File: config.mk
export PLATFORM = sky130hd
export DESIGN_NAME = multicycle_uc
export DESIGN_NICKNAME = d
export VERILOG_FILES = /design/src/rtl/multicycle_uc.sv
export SDC_FILE = /design/constraint.sdc
export NUM_CORES = 1
export LEC_CHECK = 0
export CAP_MARGIN = 30
export CORE_MARGIN = 1
export CORE_UTILIZATION = 52
export CTS_CLUSTER_DIAMETER = 150
export DETAILED_ROUTE_END_ITERATION = 6
export PLACE_DENSITY = 0.83
export SLEW_MARGIN = 40
export SYNTH_ARGS = -nofsm -noshare
export SYNTH_HDL_FRONTEND = slang
export SYNTH_SLANG_ARGS = --single-unit
File: constraint.sdc
create_clock -name clk -period 3.95 [get_ports clk]
set_clock_uncertainty 0.1 [all_clocks]
set_input_delay 0.5925 -clock clk [delete_from_list [all_inputs] [get_ports clk]]
set_output_delay 0.5925 -clock clk [all_outputs]
set_load 0.03 [all_outputs]
File: src/rtl/multicycle_uc.sv
// Control unit for a multicycle MIPS-style datapath. The FSM state is registered, and the outputs are decoded from that state plus mem_ready.
// Only FETCH, MEMRD and MEMWR can stall: each waits for mem_ready; every other state lasts one cycle.
module multicycle_uc #(
  parameter int ALUOP_W    = 4,
  parameter int EN_BITSWAP = 1,
  parameter int CNT_W      = 16
) (
  input  logic               clk,
  input  logic               rst,
  input  logic [5:0]         opcode,
  input  logic               mem_ready,
  output logic               pcWrite,
  output logic               pcWriteCond,
  output logic               iorD,
  output logic               irWrite,
  output logic               memRead,
  output logic               memWrite,
  output logic               memToReg,
  output logic               regDst,
  output logic               regWrite,
  output logic               aluSrcA,
  output logic [1:0]         aluSrcB,
  output logic [1:0]         pcSource,
  output logic [ALUOP_W-1:0] aluOp,
  output logic [3:0]         state,
  output logic               illegal,
  output logic [CNT_W-1:0]   instr_count
);

  typedef enum logic [3:0] {
    S_FETCH   = 4'd0,
    S_DECODE  = 4'd1,
    S_MEMADR  = 4'd2,
    S_MEMRD   = 4'd3,
    S_MEMWB   = 4'd4,
    S_MEMWR   = 4'd5,
    S_EXEC    = 4'd6,
    S_ALUWB   = 4'd7,
    S_BRANCH  = 4'd8,
    S_JUMP    = 4'd9,
    S_ILLEGAL = 4'd10
  } state_t;

  localparam logic [5:0] OP_SW      = 6'b101011;
  localparam logic [5:0] OP_RTYPE   = 6'b000000;
  localparam logic [5:0] OP_BITSWAP = 6'b011111;

  state_t           state_q;
  logic [5:0]       op_q;
  logic [3:0]       aluop_q;
  logic [CNT_W-1:0] cnt_q;

  state_t     dec_next;
  logic [3:0] dec_aluop;
  logic       is_r;

  always_comb begin
    dec_next  = S_ILLEGAL;
    dec_aluop = 4'b0000;
    case (opcode)
      6'b100011, 6'b101011: dec_next = S_MEMADR;
      6'b000000: begin dec_next = S_EXEC; dec_aluop = 4'b0010; end
      6'b001111: begin dec_next = S_EXEC; dec_aluop = 4'b1001; end
      6'b001000, 6'b001001: dec_next = S_EXEC;
      6'b001100: begin dec_next = S_EXEC; dec_aluop = 4'b0100; end
      6'b001101: begin dec_next = S_EXEC; dec_aluop = 4'b0101; end
      6'b001110: begin dec_next = S_EXEC; dec_aluop = 4'b0111; end
      6'b001010, 6'b001011: begin dec_next = S_EXEC; dec_aluop = 4'b0110; end
      6'b011111: begin
        if (EN_BITSWAP != 0) begin
          dec_next  = S_EXEC;
          dec_aluop = 4'b1111;
        end
      end
      6'b000011: begin dec_next = S_BRANCH; dec_aluop = 4'b1000; end
      6'b000100: begin dec_next = S_BRANCH; dec_aluop = 4'b0001; end
      6'b000001: begin dec_next = S_BRANCH; dec_aluop = 4'b0011; end
      6'b000101: begin dec_next = S_BRANCH; dec_aluop = 4'b1011; end
      6'b000010: dec_next = S_JUMP;
      default: ;
    endcase
  end

  always_ff @(posedge clk) begin
    if (rst) begin
      state_q <= S_FETCH;
      op_q    <= '0;
      aluop_q <= '0;
      cnt_q   <= '0;
    end else begin
      case (state_q)
        S_FETCH:  if (mem_ready) state_q <= S_DECODE;
        S_DECODE: begin
          op_q    <= opcode;
          aluop_q <= dec_aluop;
          state_q <= dec_next;
        end
        S_MEMADR: state_q <= (op_q == OP_SW) ? S_MEMWR : S_MEMRD;
        S_MEMRD:  if (mem_ready) state_q <= S_MEMWB;
        S_MEMWR: begin
          if (mem_ready) begin
            state_q <= S_FETCH;
            cnt_q   <= cnt_q + 1'b1;
          end
        end
        S_EXEC:   state_q <= S_ALUWB;
        S_MEMWB, S_ALUWB, S_BRANCH, S_JUMP: begin
          state_q <= S_FETCH;
          cnt_q   <= cnt_q + 1'b1;
        end
        // ILLEGAL and the unused codes 11-15 return to FETCH without retiring.
        default:  state_q <= S_FETCH;
      endcase
    end
  end

  assign is_r = (op_q == OP_RTYPE) || (op_q == OP_BITSWAP);

  logic [3:0] alu4;
  logic       pw_raw, pwc_raw, irw_raw, mwr_raw, rw_raw, ill_raw;

  always_comb begin
    pw_raw   = 1'b0;
    pwc_raw  = 1'b0;
    irw_raw  = 1'b0;
    mwr_raw  = 1'b0;
    rw_raw   = 1'b0;
    ill_raw  = 1'b0;
    iorD     = 1'b0;
    memRead  = 1'b0;
    memToReg = 1'b0;
    regDst   = 1'b0;
    aluSrcA  = 1'b0;
    aluSrcB  = 2'b00;
    pcSource = 2'b00;
    alu4     = 4'b0000;
    case (state_q)
      S_FETCH: begin
        memRead = 1'b1;
        aluSrcB = 2'b01;
        irw_raw = mem_ready;
        pw_raw  = mem_ready;
      end
      S_DECODE: aluSrcB = 2'b11;
      S_MEMADR: begin aluSrcA = 1'b1; aluSrcB = 2'b10; end
      S_MEMRD:  begin memRead = 1'b1; iorD = 1'b1; end
      S_MEMWB:  begin rw_raw = 1'b1; memToReg = 1'b1; end
      S_MEMWR:  begin mwr_raw = 1'b1; iorD = 1'b1; end
      S_EXEC: begin
        aluSrcA = 1'b1;
        aluSrcB = is_r ? 2'b00 : 2'b10;
        alu4    = aluop_q;
      end
      S_ALUWB:  begin rw_raw = 1'b1; regDst = is_r; end
      S_BRANCH: begin
        aluSrcA  = 1'b1;
        pcSource = 2'b01;
        alu4     = aluop_q;
        pwc_raw  = 1'b1;
      end
      S_JUMP:    begin pw_raw = 1'b1; pcSource = 2'b10; end
      S_ILLEGAL: ill_raw = 1'b1;
      default: ;
    endcase
  end

  // Writes are masked combinationally so nothing commits while reset is held.
  assign pcWrite     = pw_raw  & ~rst;
  assign pcWriteCond = pwc_raw & ~rst;
  assign irWrite     = irw_raw & ~rst;
  assign memWrite    = mwr_raw & ~rst;
  assign regWrite    = rw_raw  & ~rst;
  assign illegal     = ill_raw & ~rst;
  assign aluOp       = ALUOP_W'(alu4);
  assign state       = state_q;
  assign instr_count = cnt_q;

endmodule

== Yosys cells after proc, flatten, opt, wreduce, memory -nomap -nowiden ==
Cells that the tools add are included.
Cells by class
  reductions and logical operators: 17
  bitwise operators: 7
  equal/unequal tests: 31
  $add $sub $neg: 1
  muxes and demuxes: 24
Operators by type and width (count)
  $eq A6 B4 Y1 const B: 8
  $pmux W4 S11: 1
  $pmux W16 S2: 1
  $pmux W4 S6: 1
  $eq A6 B6 Y1 const B: 3
  $add A16 B1 Y16 const B: 1
  $eq A4 B3 Y1 const B: 4
  $mux W16: 1
  $mux W4: 4
  $pmux W4 S4: 1
  $eq A4 B4 Y1 const B: 3
  $eq A6 B2 Y1 const B: 2
  $eq A6 B3 Y1 const B: 2
  $eq A6 B5 Y1 const B: 2
  $logic_not A6 Y1: 2
  $reduce_or A2 Y1: 6
  $mux W1: 10
  $reduce_or A10 Y1: 1
  $eq A4 B2 Y1 const B: 2
  $pmux W2 S4: 1
  $reduce_or A4 Y1: 2
  $and A1 B1 Y1: 6
  $eq A6 B1 Y1 const B: 1
  $ne A2 B2 Y1 const B: 3
  12 further kinds: 12
Word-level totals
  register bits: 30

== Logic depth before layout (Yosys ltp) ==
Gate-level depths: netlist of the first run.
  depth after elaboration: 4
  mapped depth: 7
  depth with buffers taken out: 5

== Least setup slack after synthesis of the first run ==
OpenSTA, ideal clock, no wires.
  path type: flip-flop to output port
  from: register state_q[3] (netlist: state[3])
  to: output port pcWriteCond
  required time: 3257 ps
  cell stages (with the launch flop): 5
  buffers on the path: 2
  data arrival time: 1990 ps
  slack: 1267 ps
  cells stage by stage: dfxtp_1 -> buf_6 -> clkbuf_1 -> nand2b_1 -> nor4_1
On the way
  cells in the longest elaborated chain, start to end: 3
RTL lines
  start, declared: line 48  | state_t state_q;
  start signal, assigned: line 96  | state_q <= dec_next;
  start signal, assigned: line 98  | S_MEMADR: state_q <= (op_q == OP_SW) ? S_MEMWR : S_MEMRD;
  $eq A4 B4 Y1: line 137  | case (state_q)
  $mux W1: line 137
  $and A1 B1 Y1: line 169  | assign pcWriteCond = pwc_raw & ~rst;
  end, declared: line 13  | output logic pcWriteCond,
No other way between the ends.

== Worst setup path in the final report of the first run ==
  from: register state_q[3] (netlist: state[3])
  to: output port aluOp[1]
On the way
  cells in the longest elaborated chain, start to end: 3
  elaborated cells between the ends (all ways): 4
RTL lines
  $eq A4 B4 Y1 / $eq A4 B3 Y1 (equally long branches): line 137
  $reduce_or A2 Y1 (no source line) (*)
  $mux W4 (*): line 137
  end, declared: line 24  | output logic [ALUOP_W-1:0] aluOp,
Mark *: on every way between the ends. The rest lies on a longest branch, timed or not.

==> results of run 1 <==
worst max-delay path: cells and delay by family (launching register included):
kind                   cells  cell delay, ns
buffers and inverters      1            0.67
AOI/OAI and AO/OA          1            0.35
DFF                        1            0.67
and+or+nand+nor            2            0.67
metal layers:
metal | share of wire [%] | vias up
li1 | - | 919
met1 | 48 | 845
met2 | 45 | 58
met3 | 5.2 | 10
met4 | 2.4 | 0
met5 | 0 | -
registers in the layout (all words and copies together) (netlist names):
signal       flops
state            4
op_q             6
aluop_q          4
instr_count     16
worst max-delay path by stage:
stage | cells past startpoint | endpoint
floorplan | 4 | pcWriteCond
global route | 4 | aluOp[1]
finish | 4 | aluOp[1]
CTS | 4 | aluOp[1]
global placement | 6 | pcWrite
detailed placement | 6 | pcWrite
metrics by stage:
stage / utilization [%] / setup slack, ns
after floorplan: - / 1.267
final: 73.37 / 0.5574
after global routing: 73.37 / 0.4272
after global placement: 71.35 / 0.9302
after CTS: 73.37 / 0.5468
after detailed placement: 71.35 / 0.8633
power by group through the flow:
stage,combinational [mW],clock (mW),sequential [mW]
final,0.285,0.196,0.352
after global placement,0.282,0,0.358
after global routing,0.311,0.214,0.355
after CTS,0.285,0.203,0.352
after detailed placement,0.284,0,0.359
after floorplan,0.196,0,0.356
cell type report:
type | instances | area, um2
multi-input combinational | 180 | 1082
fill | 284 | 839.6
sequential | 30 | 600.6
timing repair buffer | 49 | 485.5
tap | 44 | 55.05
clock buffer | 6 | 51.30
inverter | 7 | 26.28
clock inverter | 2 | 12.51
cells by family after synthesis:
family                   synth area share (%)
buffers and inverters                   6.010
multiplexers                            1.118
XOR/XNOR                                7.826
AND/OR/NAND/NOR                         34.45
AO/OA/AOI/OAI                           16.35
adder cells (fa/ha/maj)                0.6987
flip-flops                              33.54
cell usage after synthesis, types with 2 or more instances:
| library cell | n |
|---|---|
| dfxtp_1 | 30 |
| nor2_1 | 30 |
| nand2_1 | 22 |
| nor3_1 | 16 |
| clkbuf_1 | 15 |
| a21oi_1 | 14 |
| xor2_1 | 12 |
| nand3_1 | 10 |
| inv_1 | 7 |
| and2_1 | 6 |
| nand2b_1 | 5 |
| nand4_1 | 5 |
| nor4_1 | 5 |
| o21ai_0 | 5 |
| and4_1 | 4 |
| xnor2_1 | 4 |
| a211oi_1 | 3 |
| a22oi_1 | 3 |
| a31oi_1 | 3 |
| and3_1 | 3 |
| a21o_1 | 2 |
| a22o_1 | 2 |
| a32oi_1 | 2 |
| buf_2 | 2 |
| mux2i_1 | 2 |
| nor2b_1 | 2 |
| or3_1 | 2 |
| or4_1 | 2 |
==> impl_metrics.ini, run 1 <==
[yosys]
synth_ff_type = dfxtp_1
synth_edf_count = 0
async_reset_ff_share_pct = 0
syn_inst = 236
netlist_area_um2 = 1790
synth_area_leaders = dfxtp_1 (34%), nor2_1 (6.3%), xor2_1 (5.9%)
synth-seq-area-share_pct = 33.54
yosysTopAreaCell = dfxtp_1
yosys.cell_types.count = 46
syn_avg_cell_area_um2 = 7.587
syn_nets = 246
ys.warnings.count = 0
synth.ff_latch_count = 30
synth_top_area_share_pct = 33.54

[routing]
vias = 1832
drt_first_pass_iters = 4
routed_via_density = 5.761
wl_um = 4159
wire_per_inst_um = 13.08
ant_nets = 0
drt_iter0_drc = 152
drc = 0

[power_and_ir_drop]
switching_share_pct = 37.85
comb_power_share_pct = 34.2
internal_power_uw = 517.9
ir_drop_mv = 0.2558
p_clk_share_pct = 23.6
p_seq_share_pct = 42.3
switching_power_uw = 315.4
power_density_nw_per_um2 = 360.2
total_power_uw = 833.2
p_leak_nw = 0.8636

[sta]
hold_violations = 0
whs_ns = 0.3795
min_period_ns = 3.393
slew_headroom_pct = 48.84
rsz0062_at_grt = no
fmax_mhz = 294.8
tightest_slew_ns = 0.7656
drv_slew = 0
tns_ns = 0
setup_viol = 0
finalCritPeriodShare_pct = 85.89

[global_routing]
antenna_found_initial = 0
grt_use_met2_pct = 35.95
grt_max_degree = 28
global_route.usage.total_pct = 23.74
grt_pass1_vias = 1467
grt_first_pass_wirelength_um = 6465
busiest_layer = met2
grt_overflow = 0
use_met3_pct = 5.970
gr-usage-met1_pct = 31.93

[die]
dieArea_um2 = 3682
die_x_um = 60.68
die_h_um = 60.68
io_pins = 48
start_util_pct = 56.79
fp-row-count = 20
core-area_um2 = 3153

[worst_setup_path]
slowest_delay_ns = 0.67
reg2reg_from = state[0]
r2r_end = instr_count[15]
rr_worst_depth = 5
crit_chain = or3b_1 -> a21oi_1 -> and2_1 -> clkdlybuf4s50_1
regToRegSetupSlack_ns = 1.42
criticalPathCategory = reg2out
arrival_ns = 2.70
crit_path_start_kind = flip-flop
crit_slowest_cell = dfxtp_1
required_ns = 3.26
crit_path_end_kind = output pin
startpoint = state[3]
critPathMaxFanout = 19

[place]
dp_cells = 310
port_buffers = 47
dp_hpwl_um = 2872
placed_cell_area_um2 = 2250
place_congestion = 0.8578

[finish]
mostFrequentLayoutCells = clkdlybuf4s50_1 (47), nor2_1 (30), dfxtp_1 (30)
drive_gt1_share_pct = 4.745
antenna_cells = 0
finalInstanceArea_um2 = 2313
nets = 283
final_cells = 318
area_growth_pct = 29.21
mostFrequentLayoutCell = clkdlybuf4s50_1

[clocking]
path_clk_slew_ns = 0.09
cts_resized = 0
cts.sinks = 30
clk_latency_ns = 0.33
clockRootBuffer = clkbuf_4
cts_tree = done
cts_made_buffers = 5
cts_setup_buffers = 0
htreeDepth = 2
cts_buffer_depth = 2
ctsHoldBuffers = 0

[hold_path]
hold_depth = 2
hp-class = reg2reg
min_to = op_q[0]
worstHoldStart = op_q[0]

[job]
max_cap_viol_count = 0

[outcome]
outcome = complete, no violations
Note: power is estimated with default switching activity, not from simulation.
==> run 2: changes to the inputs <==
--- a/config.mk
+++ b/config.mk
@@ -7,10 +7,10 @@
 export LEC_CHECK = 0
 export CAP_MARGIN = 30
 export CORE_MARGIN = 1
-export CORE_UTILIZATION = 52
+export CORE_UTILIZATION = 44
 export CTS_CLUSTER_DIAMETER = 150
 export DETAILED_ROUTE_END_ITERATION = 6
-export PLACE_DENSITY = 0.83
+export PLACE_DENSITY = 0.75
 export SLEW_MARGIN = 40
 export SYNTH_ARGS = -nofsm -noshare
 export SYNTH_HDL_FRONTEND = slang
==> constraint.sdc (replaced) <==
create_clock -name clk -period 2.95 [get_ports clk]
set_clock_uncertainty 0.1 [all_clocks]
set_input_delay 0.4425 -clock clk [delete_from_list [all_inputs] [get_ports clk]]
set_output_delay 0.4425 -clock clk [all_outputs]
set_load 0.03 [all_outputs]
==> run 2 against run 1 <==
  * Combinational power grew 43%
  * Total power increased by 44%
  * Sequential cell count stayed put
  * Routed wire length about the same
  * Setup slack worse by 0.37 ns
  * Critical path type unchanged
  * Largest cell class unchanged
  * Largest power group unchanged
  * Highest routed layer unchanged
==> impl_metrics.ini, run 2 (synthesis results as in run 1) <==
[power_and_ir_drop]
power_density_nw_per_um2 = 509.5
p_leak_nw = 0.9045
ir_drop_mv = 0.3412
total_power_mw = 1.202

[sta]
slew_headroom_pct = 61.49
setup_viol = 0
rsz0062_at_grt = no
finalCritPeriodShare_pct = 93.54
tns_ns = 0
whs_ns = 0.3684
tightest_slew_ns = 0.5732
hold_violations = 0
min_period_ns = 2.760
fmax_mhz = 362.4
drv_slew = 0

[die]
fp-row-count = 22
die_x_um = 65.79
die_h_um = 65.79
start_util_pct = 47.48
io_pins = 48
core-area_um2 = 3771
dieArea_um2 = 4328

[global_routing]
grt_first_pass_wirelength_um = 7169
antenna_found_initial = 0
grt_max_degree = 27
busiest_layer = met2
grt_use_met2_pct = 32.65
global_route.usage.total_pct = 21.11
use_met3_pct = 5.690
gr-usage-met1_pct = 28.10
grt_pass1_vias = 1597
grt_overflow = 0

[worst_setup_path]
required_ns = 2.41
crit_path_start_kind = flip-flop
crit_path_end_kind = output pin
arrival_ns = 2.22
criticalPathCategory = reg2out
critPathMaxFanout = 4

[clocking]
htreeDepth = 2
cts_buffer_depth = 2
cts_made_buffers = 5
clk_latency_ns = 0.28
cts_tree = done
path_clk_slew_ns = 0.06
clockRootBuffer = clkbuf_8
ctsHoldBuffers = 0
cts.sinks = 30

[finish]
mostFrequentLayoutCells = clkdlybuf4s50_1 (41), nor2_1 (30), dfxtp_1 (29)
mostFrequentLayoutCell = clkdlybuf4s50_1
multi_input_area_um2 = 1082
seqCellArea_um2 = 601.8
nets = 286
antenna_cells = 0
area_growth_pct = 31.73
drive_gt1_share_pct = 8.303
fillers = 351
largest_reg_flops = 16
finalInstanceArea_um2 = 2359

[outcome]
outcome = complete, no violations

[routing]
drt_first_pass_iters = 4
routed_via_density = 5.440
wire_per_inst_um = 12.79
vias = 1768
drt_iter0_drc = 170
wl_um = 4156
drc = 0
ant_nets = 0

[hold_path]
hp-class = reg2reg

[place]
dp_hpwl_um = 2898
place_congestion = 0.8244
port_buffers = 47
placed_cell_area_um2 = 2262

[job]
max_cap_viol_count = 0
==> run 2: changes by cell type in the layout (fill, tap and decap cells not counted) <==
cell	before	now
buf_4	2	11
clkdlybuf4s50_1	47	41
clkbuf_4	5	0
clkbuf_8	1	6
dfxtp_1	30	29
dfxtp_2	0	1
==> run 2: per-stage QoR <==
stage	worst slack, ns	util [%]	instances
floorplan	0.4172	-	236
global placement	0.5044	59.99	317
detailed placement	0.4804	59.99	317
CTS	0.1717	62.51	325
global route	0.07811	62.54	325
finish	0.1905	62.54	325
==> run 2: worst paths after layout <==
check | startpoint | to | slack, ns | cells past startpoint
max | state[3] | aluOp[1] | 0.19 | 4
min | op_q[1] | op_q[1] | 0.37 | 2
max reg2reg | state[1] | state[2] | 0.81 | 6
min reg2reg | op_q[1] | op_q[1] | 0.37 | 2
==> run 2: timing repair <==
action                     in CTS  in global routing
resized for setup               0                  1
setup endpoints to repair       0                  1
setup buffers                   0                  0
==> run 2: final cells by class <==
| cell class | instances | area share [%] |
|---|---|---|
| Inverter | 7 | 1.114 |
| Tap cell | 48 | 2.546 |
| Multi-Input combinational cell | 180 | 45.89 |
| Timing Repair Buffer | 52 | 20.90 |
| Clock inverter | 2 | 0.5305 |
| Clock buffer | 6 | 3.501 |
| Sequential cell | 30 | 25.52 |
==> run 2: worst max-delay path, stage by stage, from the launching register on <==
cell and delay (ns):
dfxtp_1 0.33, or3b_1 0.42, a21oi_1 0.33, and2_1 0.19
clkdlybuf4s50_1 0.66
==> run 2: power by group <==
part	internal, mW	switching [mW]	total, mW
combinational	0.157	0.249	0.407
clock	0.187	0.155	0.342
sequential	0.429	0.0246	0.453
==> run 2: layer usage <==
layer / routed length, um / vias up / share of wire [%]
met3: 240 / 7 / 5.8
met4: 42 / 0 / 1.0
met5: 0 / - / 0
met2: 1825 / 45 / 44
met1: 2047 / 803 / 49
li1: - / 913 / -
